===== src/rtl/exec_mul_ctrl.sv =====
// ============================================================================
// Module      : exec_mul_ctrl
// Description : Iterative radix-2 signed multiply sequencer for the execute
//               stage. It stalls the pipeline while it runs and pulses done
//               with the low WIDTH product bits and a signed-overflow flag.
//               Optional build macro MUL_EARLY_EXIT_EN ends the loop once the
//               remaining multiplier bits are all zero.
// Revision    : 1.0 - initial release
// ============================================================================
`default_nettype none

module exec_mul_ctrl #(
    parameter int WIDTH = 32
) (
    input  logic             clk,
    input  logic             reset,
    input  logic             start,
    input  logic             flush,
    input  logic [WIDTH-1:0] src1,
    input  logic [WIDTH-1:0] src2,
    output logic             busy,
    output logic             stall,
    output logic             done,
    output logic [WIDTH-1:0] out,
    output logic             overflow
);

    localparam int                 c_CNT_W = $clog2(WIDTH) + 1;
    localparam logic [c_CNT_W-1:0] c_LAST  = c_CNT_W'(WIDTH - 1);

    typedef enum logic [1:0] {
        S_IDLE = 2'd0,
        S_RUN  = 2'd1,
        S_DONE = 2'd2
    } state_t;

    state_t               r_state;
    logic [2*WIDTH-1:0]   r_mcand;
    logic [WIDTH-1:0]     r_mplier;
    logic                 r_neg;
    logic [2*WIDTH-1:0]   r_acc;
    logic [c_CNT_W-1:0]   r_count;
    logic                 r_done;
    logic [WIDTH-1:0]     r_out;
    logic                 r_ovf;

    logic                 w_launch;
    logic [WIDTH-1:0]     w_abs1;
    logic [WIDTH-1:0]     w_abs2;
    logic [2*WIDTH-1:0]   w_acc_next;
    logic [2*WIDTH-1:0]   w_prod;
    logic [WIDTH-1:0]     w_mplier_next;
    logic                 w_last;

    // Magnitudes are unsigned, so the most-negative operand keeps its value.
    assign w_abs1        = src1[WIDTH-1] ? -src1 : src1;
    assign w_abs2        = src2[WIDTH-1] ? -src2 : src2;
    assign w_launch      = start & ((r_state == S_IDLE) | (r_state == S_DONE)) & ~flush;
    assign w_acc_next    = r_acc + (r_mplier[0] ? r_mcand : '0);
    assign w_prod        = r_neg ? -w_acc_next : w_acc_next;
    assign w_mplier_next = r_mplier >> 1;

`ifdef MUL_EARLY_EXIT_EN
    assign w_last = (w_mplier_next == '0) || (r_count == c_LAST);
`else
    assign w_last = (r_count == c_LAST);
`endif

    assign busy     = (r_state == S_RUN);
    assign stall    = w_launch | busy;
    assign done     = r_done;
    assign out      = r_out;
    assign overflow = r_ovf;

    always_ff @(posedge clk or posedge reset) begin
        if (reset) begin
            r_state  <= S_IDLE;
            r_mcand  <= '0;
            r_mplier <= '0;
            r_neg    <= 1'b0;
            r_acc    <= '0;
            r_count  <= '0;
            r_done   <= 1'b0;
            r_out    <= '0;
            r_ovf    <= 1'b0;
        end else begin
            r_done <= 1'b0;
            if (flush) begin
                r_state <= S_IDLE;
            end else if (w_launch) begin
                r_mcand  <= {{WIDTH{1'b0}}, w_abs1};
                r_mplier <= w_abs2;
                r_neg    <= src1[WIDTH-1] ^ src2[WIDTH-1];
                r_acc    <= '0;
                r_count  <= '0;
                r_state  <= S_RUN;
            end else begin
                case (r_state)
                    S_RUN: begin
                        r_acc    <= w_acc_next;
                        r_mcand  <= r_mcand << 1;
                        r_mplier <= w_mplier_next;
                        r_count  <= r_count + c_CNT_W'(1);
                        if (w_last) begin
                            r_state <= S_DONE;
                            r_done  <= 1'b1;
                            r_out   <= w_prod[WIDTH-1:0];
                            r_ovf   <= (w_prod[2*WIDTH-1:WIDTH] != {WIDTH{w_prod[WIDTH-1]}});
                        end
                    end
                    S_DONE:  r_state <= S_IDLE;
                    default: r_state <= S_IDLE;
                endcase
            end
        end
    end

endmodule

`default_nettype wire

===== config.mk =====
export PLATFORM = sky130hd
export DESIGN_NAME = exec_mul_ctrl
export DESIGN_NICKNAME = d
export VERILOG_FILES = /design/src/rtl/exec_mul_ctrl.sv
export SDC_FILE = /design/constraint.sdc
export NUM_CORES = 1
export LEC_CHECK = 0
export CORE_ASPECT_RATIO = 1.5
export CORE_MARGIN = 10
export CORE_UTILIZATION = 50
export DETAILED_ROUTE_END_ITERATION = 6
export GPL_ROUTABILITY_DRIVEN = 0
export PLACE_DENSITY = 0.65
export SYNTH_ARGS = -nofsm -noshare
export SYNTH_HDL_FRONTEND = slang
export SYNTH_SLANG_ARGS = --single-unit

===== constraint.sdc =====
create_clock -name clk -period 9.61 [get_ports clk]
set_input_delay 1.922 -clock clk [delete_from_list [all_inputs] [get_ports clk]]
set_output_delay 1.922 -clock clk [all_outputs]
set_load 0.02 [all_outputs]

==> results.json <==
{
  "clock-sinks": 203,
  "tns_ps": 0,
  "cts_hold_buf": 0,
  "nFillCells": 3113,
  "violations": "design-rule violations",
  "routedWlPerCell_um": 22.0,
  "area_growth_syn_to_layout_pct": 11.9,
  "status": "finished, violations left",
  "rsz0062_at_grt": "no",
  "final_core_util": 0.569,
  "io_buffers": 103,
  "fin_crit_sh": 0.686,
  "placed_cells": 2460,
  "ys_async_sr_fraction": 1.00,
  "placed_cell_area_um2": 17800,
  "worst_setup_path_end_kind": "flop",
  "die_y_um": 244,
  "wirelength_um": 55100,
  "synth_cell_types": 91,
  "yosysTopAreaCellShare": 0.305,
  "stdcell_area_um2": 18600,
  "synth_warnings": 0,
  "synth.cell_area_um2": 16700,
  "max_cap_violations": 0,
  "yosysMostFrequentCell": "nand2_1",
  "final-setup-viol-count": 0,
  "fp.dieArea_um2": 41200,
  "slew_violations": 0,
  "start_util": 0.509,
  "fp-row-count": 81,
  "cp_max_fo": 65,
  "core_area_um2": 32700,
  "tightestPinTransition_ps": 1250,
  "ctsResizeCount": 0,
  "multiInputGateArea_um2": 11000,
  "cts_tree": "built",
  "synth_nets": 2195,
  "clock_latency_ps": 560,
  "grt_pass1_vias": 16200,
  "antenna_found_initial": 0,
  "arrival_ps": 7030,
  "synth_commonest_cells": "234 x nand2_1, 203 x dfrtp_1, 162 x nor2_1",
  "crit_type": "flop to flop",
  "ys_seq_elements": 203,
  "globalRoute.totalOverflow": 0,
  "period_needed_ps": 6600,
  "slew_headroom": 0.158,
  "ys_seq_area_frac": 0.305,
  "cp_data_required_time_ps": 10040,
  "hold_viol_final": 0,
  "viasPerCell": 6.57,
  "grt_max_degree": 105,
  "drc": 1,
  "maxClockFrequency_ghz": 0.152,
  "syn_inst": 2059,
  "netlist.top_cell.by_area": "dfrtp_1",
  "clk_pin_slew_ps": 70,
  "drive_gt1_frac": 0.0537,
  "nets": 2206,
  "p_per_area_nw_per_um2": 185,
  "drt_pass1_iterations": 7,
  "irDropWorstVdd_mv": 0.222,
  "syn_avg_cell_area_um2": 8.09,
  "antenna_cells": 0,
  "skew_ps": 18.5,
  "dp_hpwl_um": 41100,
  "antenna_left": 0,
  "final_cells": 2502,
  "dr.first_iter.drc_count": 1345,
  "h-tree-depth": 1,
  "cts_buffers": 23,
  "cts_root_buf": "clkbuf_16",
  "synth-edff-count": 0,
  "cts.path.max_buffers": 3,
  "regArea_um2": 5080,
  "vias": 16400,
  "cts_setup_buffers": 0,
  "worstHoldPathType": "flop to flop",
  "leakagePower_uw": 0.00780,
  "grt_pass1_wl_um": 86800,
  "fp.dieW_um": 169,
  "grt_usage": 0.257,
  "synth_flop_cell": "dfrtp_1",
  "ios": 104,
  "worstSetupStartpointType": "flop",
  "synth.top_cells.by_area": "dfrtp_1 31%, nand2_1 5.3%, ha_1 5.0%, o21ai_0 4.6%, a21oi_1 3.9%"
}
worst paths after layout:
path                                                 to  cells after the start  slack, ps                     from
worst max-delay path               overflow$_DFFE_PP0P_                     17       3010  r_mplier[0]$_DFFE_PP0P_
worst min-delay path              r_acc[40]$_DFFE_PP0P_                      2        490    r_acc[40]$_DFFE_PP0P_
worst max register to register     overflow$_DFFE_PP0P_                     17       3010  r_mplier[0]$_DFFE_PP0P_
worst min register to register    r_acc[40]$_DFFE_PP0P_                      2        490    r_acc[40]$_DFFE_PP0P_
max in group asynchronous       r_mcand[43]$_DFFE_PP0P_                      3       6500                    reset
min in group asynchronous            out[4]$_DFFE_PP0P_                      2       1840                    reset
state kept, by name (all words and copies together) (netlist names):
register and count:
r_count 6, r_acc 64, out 32, r_neg 1, r_state 2, r_mplier 32
done 1, overflow 1, r_mcand 64
per-layer routing:
layer,track usage,wire [um]
met5,0,0
met4,0.194,4560
met3,0.0345,2660
met2,0.450,27900
met1,0.274,20100
where the power goes:
part / switching (uW) / internal, uW
Clock: 400 / 541
Combinational: 915 / 502
Sequential: 111 / 980
Total: 1430 / 2020
area by class of cell:
type,count,area share
clock buffer,31,0.0352
clock inverter,11,0.00732
inverter,30,0.00645
multi-input combinational,1692,0.588
sequential,203,0.273
tap,415,0.0279
timing repair buffer,120,0.0622
kinds of logic (layout without fill, tap and decap cells):
family                     count (synthesis)  count (layout)  share of synthesized area
muxes                                     14              14                    0.00872
and+or+nand+nor                          779             779                      0.235
DFF                                      203             203                      0.305
AOI/OAI and AO/OA                        688             688                      0.286
adders and majority gates                 68              68                     0.0515
buffers and inverters                    164             192                     0.0386
xor gates and xnor gates                 143             143                     0.0752
metrics by stage:
stage	total power [uW]	setup slack, ps	hold WS, ps
finish	3450	3010	486
global route	3640	2480	505
CTS	3450	3110	494
detailed placement	2490	3140	477
global placement	2470	3170	472
floorplan	2080	2150	450
cell usage in the layout, fill, tap and decap left out, drive strengths merged, types with 30 or more instances in the layout:
master         netlist  routed
dfrtp              203     203
and2                85      85
nor3                49      49
xor2                74      74
nor4                32      32
nor2               162     162
nand2              234     234
clkbuf             118      31
inv                 30      34
clkdlybuf4s50        0     103
a21oi              135     135
nand4               47      47
a22oi               33      33
a31oi               38      38
a21o                30      30
a22o                73      73
nand3               36      36
o31ai               43      43
ha                  67      67
o21ai              159     159
xnor2               69      69
critical path, cell delays in order (launching register included):
cell,delay (ps)
dfrtp_1,320
buf_4,460
and2_1,230
ha_1,350
a21oi_1,330
o21ai_0,260
a21o_1,250
a221o_1,460
a21boi_1,340
xnor2_1,350
nor4_1,940
nand3_1,530
nor3_1,530
mux2i_1,230
o21ai_0,110
or4bb_1,520
a21oi_1,150
a21oi_1,80
(Power assumes the default switching activity.)
